<file path="src/rtl/post_addsub_acc_if.sv">
// Operand/result bundle of the post-adder/accumulator: controls and operands in, P-stage results out.
interface post_addsub_acc_if #(
    parameter int WIDTH = 48
);
    logic             ce_in;
    logic             ce_p;
    logic             valid_in;
    logic [WIDTH-1:0] x_in;
    logic [WIDTH-1:0] c_in;
    logic [WIDTH-1:0] pcin;
    logic [2:0]       opmode;
    logic             cin;
    logic [WIDTH-1:0] p;
    logic [WIDTH-1:0] pcout;
    logic             cout;
    logic             ovf;
    logic             valid_out;

    modport master (
        output ce_in, ce_p, valid_in, x_in, c_in, pcin, opmode, cin,
        input  p, pcout, cout, ovf, valid_out
    );

    modport slave (
        input  ce_in, ce_p, valid_in, x_in, c_in, pcin, opmode, cin,
        output p, pcout, cout, ovf, valid_out
    );
endinterface

</file>
<file path="src/rtl/post_addsub_acc.sv">
// Pipelined Z +/- (X + cin) post-adder with accumulator feedback, cascade, carry/borrow and signed overflow.
module post_addsub_acc #(
    parameter int WIDTH = 48,
    parameter int INREG = 1
) (
    input logic                clk,
    input logic                rst,
    post_addsub_acc_if.slave   bus
);

    // Exact signed result carries two guard bits; it fits WIDTH bits only if the top three agree.
    function automatic logic signed_ovf(input logic [WIDTH+1:0] v);
        signed_ovf = (v[WIDTH+1] != v[WIDTH]) || (v[WIDTH] != v[WIDTH-1]);
    endfunction

    logic [WIDTH-1:0] x_s;
    logic [WIDTH-1:0] c_s;
    logic [WIDTH-1:0] pcin_s;
    logic [2:0]       opmode_s;
    logic             cin_s;
    logic             valid_s;

    logic [WIDTH-1:0] z_s;
    logic [WIDTH:0]   xc_s;
    logic [WIDTH:0]   r_s;
    logic [WIDTH+1:0] zx_s;
    logic [WIDTH+1:0] xcx_s;
    logic [WIDTH+1:0] exact_s;
    logic             ovf_s;

    logic [WIDTH-1:0] p_r;
    logic             cout_r;
    logic             ovf_r;
    logic             valid_r;

    generate
        if (INREG != 0) begin : g_inreg
            logic [WIDTH-1:0] x_r;
            logic [WIDTH-1:0] c_r;
            logic [WIDTH-1:0] pcin_r;
            logic [2:0]       opmode_r;
            logic             cin_r;
            logic             valid_in_r;

            // Input stage: capture all operands and controls when enabled, clear on reset.
            always_ff @(posedge clk) begin
                if (rst) begin
                    x_r        <= {WIDTH{1'b0}};
                    c_r        <= {WIDTH{1'b0}};
                    pcin_r     <= {WIDTH{1'b0}};
                    opmode_r   <= 3'b000;
                    cin_r      <= 1'b0;
                    valid_in_r <= 1'b0;
                end else if (bus.ce_in) begin
                    x_r        <= bus.x_in;
                    c_r        <= bus.c_in;
                    pcin_r     <= bus.pcin;
                    opmode_r   <= bus.opmode;
                    cin_r      <= bus.cin;
                    valid_in_r <= bus.valid_in;
                end
            end

            assign x_s      = x_r;
            assign c_s      = c_r;
            assign pcin_s   = pcin_r;
            assign opmode_s = opmode_r;
            assign cin_s    = cin_r;
            assign valid_s  = valid_in_r;
        end else begin : g_comb
            assign x_s      = bus.x_in;
            assign c_s      = bus.c_in;
            assign pcin_s   = bus.pcin;
            assign opmode_s = bus.opmode;
            assign cin_s    = bus.cin;
            assign valid_s  = bus.valid_in;
        end
    endgenerate

    // Z operand select; accumulate feeds back the registered P only.
    always_comb begin
        z_s = {WIDTH{1'b0}};
        case (opmode_s[1:0])
            2'd0:    z_s = {WIDTH{1'b0}};
            2'd1:    z_s = pcin_s;
            2'd2:    z_s = p_r;
            2'd3:    z_s = c_s;
            default: z_s = {WIDTH{1'b0}};
        endcase
    end

    // Unsigned WIDTH+1 result for P/cout, and sign-extended exact result for overflow.
    always_comb begin
        xc_s    = {1'b0, x_s} + {{WIDTH{1'b0}}, cin_s};
        zx_s    = {{2{z_s[WIDTH-1]}}, z_s};
        xcx_s   = {{2{x_s[WIDTH-1]}}, x_s} + {{(WIDTH+1){1'b0}}, cin_s};
        if (opmode_s[2]) begin
            r_s     = {1'b0, z_s} - xc_s;
            exact_s = zx_s - xcx_s;
        end else begin
            r_s     = {1'b0, z_s} + xc_s;
            exact_s = zx_s + xcx_s;
        end
        ovf_s = signed_ovf(exact_s);
    end

    // P stage: result, carry/borrow, overflow and valid update together when enabled.
    always_ff @(posedge clk) begin
        if (rst) begin
            p_r     <= {WIDTH{1'b0}};
            cout_r  <= 1'b0;
            ovf_r   <= 1'b0;
            valid_r <= 1'b0;
        end else if (bus.ce_p) begin
            p_r     <= r_s[WIDTH-1:0];
            cout_r  <= r_s[WIDTH];
            ovf_r   <= ovf_s;
            valid_r <= valid_s;
        end
    end

    assign bus.p         = p_r;
    assign bus.pcout     = p_r;
    assign bus.cout      = cout_r;
    assign bus.ovf       = ovf_r;
    assign bus.valid_out = valid_r;

endmodule
</file>
<file path="src/flat_wrapper.sv">
// flat-port wrapper written by rule: the top's interface ports become plain ports
module post_addsub_acc_flat 
#(
    parameter int WIDTH = 48,
    parameter int INREG = 1
)
  (clk, rst, bus_ce_in, bus_ce_p, bus_valid_in, bus_x_in, bus_c_in, bus_pcin, bus_opmode, bus_cin, bus_p, bus_pcout, bus_cout, bus_ovf, bus_valid_out);
  post_addsub_acc_if #(.WIDTH(WIDTH)) bus_i ();
  input logic clk;
  input logic rst;
  input wire logic [$bits(bus_i.ce_in)-1:0] bus_ce_in;
  input wire logic [$bits(bus_i.ce_p)-1:0] bus_ce_p;
  input wire logic [$bits(bus_i.valid_in)-1:0] bus_valid_in;
  input wire logic [$bits(bus_i.x_in)-1:0] bus_x_in;
  input wire logic [$bits(bus_i.c_in)-1:0] bus_c_in;
  input wire logic [$bits(bus_i.pcin)-1:0] bus_pcin;
  input wire logic [$bits(bus_i.opmode)-1:0] bus_opmode;
  input wire logic [$bits(bus_i.cin)-1:0] bus_cin;
  output wire logic [$bits(bus_i.p)-1:0] bus_p;
  output wire logic [$bits(bus_i.pcout)-1:0] bus_pcout;
  output wire logic [$bits(bus_i.cout)-1:0] bus_cout;
  output wire logic [$bits(bus_i.ovf)-1:0] bus_ovf;
  output wire logic [$bits(bus_i.valid_out)-1:0] bus_valid_out;
  assign bus_i.ce_in = bus_ce_in;
  assign bus_i.ce_p = bus_ce_p;
  assign bus_i.valid_in = bus_valid_in;
  assign bus_i.x_in = bus_x_in;
  assign bus_i.c_in = bus_c_in;
  assign bus_i.pcin = bus_pcin;
  assign bus_i.opmode = bus_opmode;
  assign bus_i.cin = bus_cin;
  assign bus_p = bus_i.p;
  assign bus_pcout = bus_i.pcout;
  assign bus_cout = bus_i.cout;
  assign bus_ovf = bus_i.ovf;
  assign bus_valid_out = bus_i.valid_out;
  post_addsub_acc #(.WIDTH(WIDTH), .INREG(INREG)) u_core (.clk(clk), .rst(rst), .bus(bus_i));
endmodule
</file>
<file path="config.mk">
export PLATFORM = sky130hd
export DESIGN_NAME = post_addsub_acc_flat
export DESIGN_NICKNAME = d
export VERILOG_FILES = /design/src/rtl/post_addsub_acc_if.sv /design/src/rtl/post_addsub_acc.sv /design/src/flat_wrapper.sv
export SDC_FILE = /design/constraint.sdc
export NUM_CORES = 1
export LEC_CHECK = 0
export CAP_MARGIN = 15
export CORE_ASPECT_RATIO = 0.8
export CORE_MARGIN = 2
export CORE_UTILIZATION = 40
export DETAILED_ROUTE_END_ITERATION = 8
export SLEW_MARGIN = 20
export SYNTH_ARGS = -nofsm -noshare
export SYNTH_HDL_FRONTEND = slang
export SYNTH_SLANG_ARGS = --single-unit
</file>
<file path="constraint.sdc">
create_clock -name clk -period 12.7 [get_ports clk]
set_clock_uncertainty 0.1 [all_clocks]
set_input_delay 2.54 -clock clk [delete_from_list [all_inputs] [get_ports clk]]
set_output_delay 2.54 -clock clk [all_outputs]
set_load 0.05 [all_outputs]
</file>
Yosys cells after proc, flatten, opt, wreduce, memory -nomap -nowiden --
Index checks and enable logic that the tools add are counted.
Cells by class: add/subtract/negate cells 6, eq/ne operators 5, mux-type cells 3, reductions and logical operators 2
Operator list (number):
- one-hot mux 48 bit (4 select lines) | 1
- adder 50 bit | 1
- 2-to-1 mux 50 bit | 1
- subtractor 50 bit | 1
- adder 48 x 1 -> 49 bit | 1
- adder 48 x 2 -> 49 bit | 1
- adder 48 x 49 -> 49 bit | 1
- 2-to-1 mux 49 bit | 1
- subtractor 48 x 49 -> 49 bit | 1
- == test 2 bit (second input constant) | 2
- == test 2 x 1 -> 1 bit (second input constant) | 1
- zero test 2 bit | 1
- != test 1 bit | 2
- logical OR 1 bit | 1
Word-level totals: register bits after elaboration 200, input bits 153, output and inout bits 99

Logic depth before layout (Yosys ltp) --
depth in word-level cells 6, depth in mapped cells 27, gate-level depth less buffers 24

Least setup slack after synthesis --
Ideal clock, no wire load.
path kind register to register, start register u_core.g_inreg.x_r[0], end register u_core.ovf_r (netlist: u_core.bus.ovf), data arrival time 5.503 ns, required time 12.468 ns, setup slack 6.965 ns, stages on the path, launching flop included 27, buffers on the path 4, cell sequence dfxtp_1 > ha_1 > buf_4 > nand3_4 > or4_1 > buf_2 > or4_1 > buf_2 > mux2i_1 > nor2_1 > nand4_2 > nor4_2 > a21oi_1 > xor2_1 > ha_1 > clkbuf_1 > a21o_1 > a21oi_1 > nor2b_1 > nor3_1 > o21bai_1 > o21a_1 > a311o_1 > a21oi_1 > xnor3_1 > nor4b_1 > nor4_2
On the way: word-level cells in the longest chain between the ends 5, elaborated cells on any way between the ends 7, classes of those cells add/sub (3); eq/ne (2); mux (1); reduce/logical (1)
RTL lines:
- start, declared | RTL line post_addsub_acc.sv:38 | logic [WIDTH-1:0] x_r;
- start signal, assigned | RTL line post_addsub_acc.sv:48 | x_r <= {WIDTH{1'b0}};
- start signal, assigned | RTL line post_addsub_acc.sv:55 | x_r <= bus.x_in;
- adder 48 x 2 -> 49 bit (*) | RTL line post_addsub_acc.sv:96 | xcx_s = {{2{x_s[WIDTH-1]}}, x_s} + {{(WIDTH+1){1'b0}}, cin_s};
- adder 50 bit / subtractor 50 bit (equally long branches) | RTL line post_addsub_acc.sv:102, post_addsub_acc.sv:99
- 2-to-1 mux 50 bit (*) | RTL line post_addsub_acc.sv:97 | if (opmode_s[2]) begin
- != test 1 bit | RTL line post_addsub_acc.sv:13 | signed_ovf = (v[WIDTH+1] != v[WIDTH]) || (v[WIDTH] != v[WIDTH-1]);
- logical OR 1 bit (*) | RTL line post_addsub_acc.sv:13
- end signal, assigned | RTL line post_addsub_acc.sv:117 | ovf_r <= ovf_s;
- end, declared | RTL line post_addsub_acc.sv:33 | logic ovf_r;
Mark *: on every way between the ends. The rest lies on a longest branch, timed or not. A chain may end at the register's enable or synchronous reset.

Final worst setup path --
start register u_core.g_inreg.cin_r (netlist: u_core.cin_s), end register u_core.p_r[42] (netlist: u_core.bus.p[42])
On the way: word-level cells in the longest chain between the ends 3, elaborated cells on any way between the ends 4, classes of those cells add/sub (3); mux (1)
RTL lines:
- start, declared | RTL line post_addsub_acc.sv:42 | logic cin_r;
- start signal, assigned | RTL line post_addsub_acc.sv:59 | cin_r <= bus.cin;
- adder 48 x 1 -> 49 bit (*) | RTL line post_addsub_acc.sv:94 | xc_s = {1'b0, x_s} + {{WIDTH{1'b0}}, cin_s};
- adder 48 x 49 -> 49 bit / subtractor 48 x 49 -> 49 bit (equally long branches) | RTL line post_addsub_acc.sv:101, post_addsub_acc.sv:98
- 2-to-1 mux 49 bit (*) | RTL line post_addsub_acc.sv:97
- end signal, assigned | RTL line post_addsub_acc.sv:110 | p_r <= {WIDTH{1'b0}};
- end signal, assigned | RTL line post_addsub_acc.sv:115 | p_r <= r_s[WIDTH-1:0];
- end, declared | RTL line post_addsub_acc.sv:31 | logic [WIDTH-1:0] p_r;
Marked as above.

==> results_dict.tcl <==
set metrics [dict create \
    status "finished, final reports clean" \
    h-tree-depth 4 \
    die_x_um 211.1 \
    synthCells 1592 \
    fin_crit_ns 6.556 \
    crit_required_ns 12.95 \
    tns_ns 0 \
    crit_type "reg2reg" \
    drt_iter0_markers 729 \
    yosys.area_share.adder_pct 4.886 \
    hold_viol 0 \
    syn-num-nets 1798 \
    final_nets 1920 \
    total_power_mw 1.839 \
    worstSetupStartpointType "flip-flop" \
    grt.overflow.total 0 \
    vias_per_cell 5.438 \
    syn_to_final_growth_pct 20.96 \
    cts_buffer_depth 2 \
    power_switching_share_pct 36.00 \
    rsz0062_at_grt "no" \
    num_rows 60 \
    fin_hold_ws_ns 0.3941 \
    avgSynthCellArea_um2 8.622 \
    powerDensity_nw_per_um2 110.8 \
    synthMuxAreaShare_pct 17.37 \
    timing.fmax_mhz 152.5 \
    synth-seq-cells 200 \
    cts_root_buf "clkbuf_16" \
    synth_top_family_by_area "simple AND/OR/NAND/NOR gates" \
    grt_pass1_wl_mm 61.51 \
    place_inst 2129 \
    hpwl_mm 30.03 \
    stdcell_count 2161 \
    synth_compound_area_share_pct 14.83 \
    antenna_found_initial 0 \
    yosysWarnings 0 \
    tightest_slew_ns 1.067 \
    core_area_um2 33710 \
    post_cts_resized 0 \
    finalSetupViolations 0 \
    report.final.slew_viol_count 0 \
    cts_tree "yes" \
    port_buffers 251 \
    ant_nets 0 \
    firstDrtPassIters 5 \
    comb_power_share_pct 31.8 \
    slew_headroom_pct 28.89 \
    grt_use_total_pct 22.00 \
    drive_gt1_share_pct 7.006 \
    io_pins 252 \
    synth_cell_types 74 \
    finalCritPeriodShare_pct 51.62 \
    hold_class "reg2reg" \
    cts_buffers 17 \
    num_vias 11750 \
    die_h_um 169.7 \
    post-route-util_pct 49.26 \
    grt_max_degree 96 \
    drcViolationCount 0 \
    clk_pin_slew_worst_paths_ns 0.07 \
    gp_congestion 0.9197 \
    clkSinkCount 200 \
    grt_pass1_vias 11070 \
    antenna_cells 0 \
    internal_power_mw 1.177 \
    fillCellCount 3222 \
    p_leak_nw 6.901 \
    p_clk_share_pct 28.9 \
    power_frac_seq_pct 39.3 \
    wl_mm 39.84 \
    p_switching_uw 662.1 \
    crit_arrival_ns 6.80 \
    wire_per_inst_um 18.43 \
    critPathMaxFanout 10 \
    synth_simple_gate_area_share_pct 18.57 \
    end_kind "flip-flop" \
    peakVddDrop_uv 68.44 \
    post_cts_buffers 0 \
    seq_area_frac_synth_pct 29.17 \
    synth_edf_count 0 \
    clk_latency_ns 0.46 \
    drv_cap 0 \
    cts_hold_buf 0 \
    initial_utilization_pct 40.72 \
    syn_area_um2 13730 \
    synth-xor-area-share_pct 8.714 \
    synthArstFlopShare_pct 0 \
    fp.dieArea_um2 35820 \
    synthFlopType "dfxtp_1" \
]
-- synthesized netlist by cell type (all sizes together), types with 3 or more instances --
master	number	area [um2]
a2111oi	5	62.56
a211oi	16	120.1
a21o	32	240.2
a21oi	64	320.3
a221o	4	40.04
a221oi	3	32.53
a22o	47	411.6
a31o	3	26.28
a31oi	21	131.4
a41oi	5	43.79
and2	12	75.07
and3	15	93.84
and4	13	113.9
buf	91	564.3
clkbuf	66	247.7
dfxtp	200	4004
ha	52	650.6
inv	20	75.07
mux2	50	563.0
mux2i	182	1822
nand2	59	221.5
nand2b	18	112.6
nand3	33	182.7
nand3b	3	22.52
nand4	27	209.0
nand4b	3	26.28
nor2	249	934.7
nor2b	8	50.05
nor3	28	145.1
nor3b	4	30.03
nor4	13	138.9
o21a	8	60.06
o21ai	33	165.2
o21bai	13	97.59
o22ai	8	50.05
o311ai	5	43.80
o31ai	7	76.32
or3	4	25.02
or4	11	82.58
xnor2	68	595.6
xor2	66	578.1
-- placed cells by master (no fill, tap or decap), types with 11 or more instances in the layout --
cell and n:
nand3_1 31, nor2_1 249, nand2b_1 18, and4_1 13, dfxtp_1 198, mux2_2 50, clkdlybuf4s50_1 248, a22o_1 47
a211oi_1 16, o21ai_0 33, nand4_1 22, and2_1 12, ha_1 52, inv_1 20, and3_1 15, nand2_1 59
xnor2_1 68, clkbuf_16 17, mux2i_1 182, or4_1 11, a31oi_1 21, o21bai_1 13, xor2_1 66, a21o_1 32
nor3_1 27, a21oi_1 64
-- flip-flops by register name (all words and copies together), names as in the netlist --
signal and flops:
u_core.bus.p 48, u_core.c_s 48, u_core.g_inreg.pcin_r 48, u_core.g_inreg.x_r 48
u_core.g_inreg.opmode_r 3, u_core.bus.cout 1, u_core.bus.ovf 1, u_core.bus.valid_out 1
u_core.cin_s 1, u_core.g_inreg.valid_in_r 1
-- routing by layer --
metal / share of wire [%] / track usage (%) / vias to the layer above
met5: 0 / 0 / -
met4: 2.4 / 6.828 / 0
met3: 3.8 / 4.034 / 44
met2: 47 / 36.17 / 262
met1: 47 / 29.24 / 5521
li1: - / - / 5924
-- power groups by stage --
stage          Clock, mW  Combinational, mW  Sequential (mW)
3_3_place_gp           0              0.582            0.735
4_1_cts            0.547              0.587            0.722
6_report           0.532              0.584            0.723
3_5_place_dp           0              0.583            0.737
2_1_floorplan          0              0.373            0.773
5_1_grt            0.572              0.628            0.730
-- through the flow --
stage	cell area, um2	worst slack [ns]
after floorplan	13730	6.965
after global placement	16050	6.368
after detailed placement	16050	6.203
after CTS	16600	6.198
after global routing	16600	5.676
final	16600	6.144
-- cell type report --
cell class	count	area, um2	share of cell area (%)
Multi-Input combinational cell	1215	8843	53.26
Sequential cell	200	4006	24.13
Timing Repair Buffer	260	2580	15.54
Tap cell	434	543.0	3.270
Clock buffer	19	442.9	2.667
Clock inverter	13	113.9	0.6857
Inverter	20	75.07	0.4521
-- worst paths after layout --
kind	startpoint	slack [ns]	cells past startpoint	end
max reg2reg	u_core.cin_s	6.14	21	u_core.bus.p[42]
max	u_core.cin_s	6.14	21	u_core.bus.p[42]
min	u_core.c_s[30]	0.39	2	u_core.c_s[30]
min reg2reg	u_core.c_s[30]	0.39	2	u_core.c_s[30]
-- worst max-delay path: stages, from the launching register on --
cell and delay, ns:
dfxtp_1 0.37, ha_1 0.45, nand3_4 0.15, or4_1 0.76, mux2_2 0.32, nand3_1 0.16
a2111oi_4 0.46, and2_1 0.25, nor2_1 0.07, xor2_1 0.17, ha_1 0.36, inv_1 0.08
nor2_1 0.11, o21ai_0 0.08, nand2b_1 0.08, a21oi_1 0.06, a211oi_1 0.66, a211oi_1 0.32
o21ai_0 0.52, a31oi_1 0.18, or4b_2 0.62, o311ai_0 0.11
-- kinds of logic after synthesis --
| group | Yosys count |
|---|---|
| simple gates | 509 |
| compound gates | 286 |
| mux | 232 |
| flops | 200 |
| buf+inv | 177 |
| xor+xnor | 135 |
| fa+ha+maj | 53 |
Note: power is estimated with default switching activity, not from simulation.
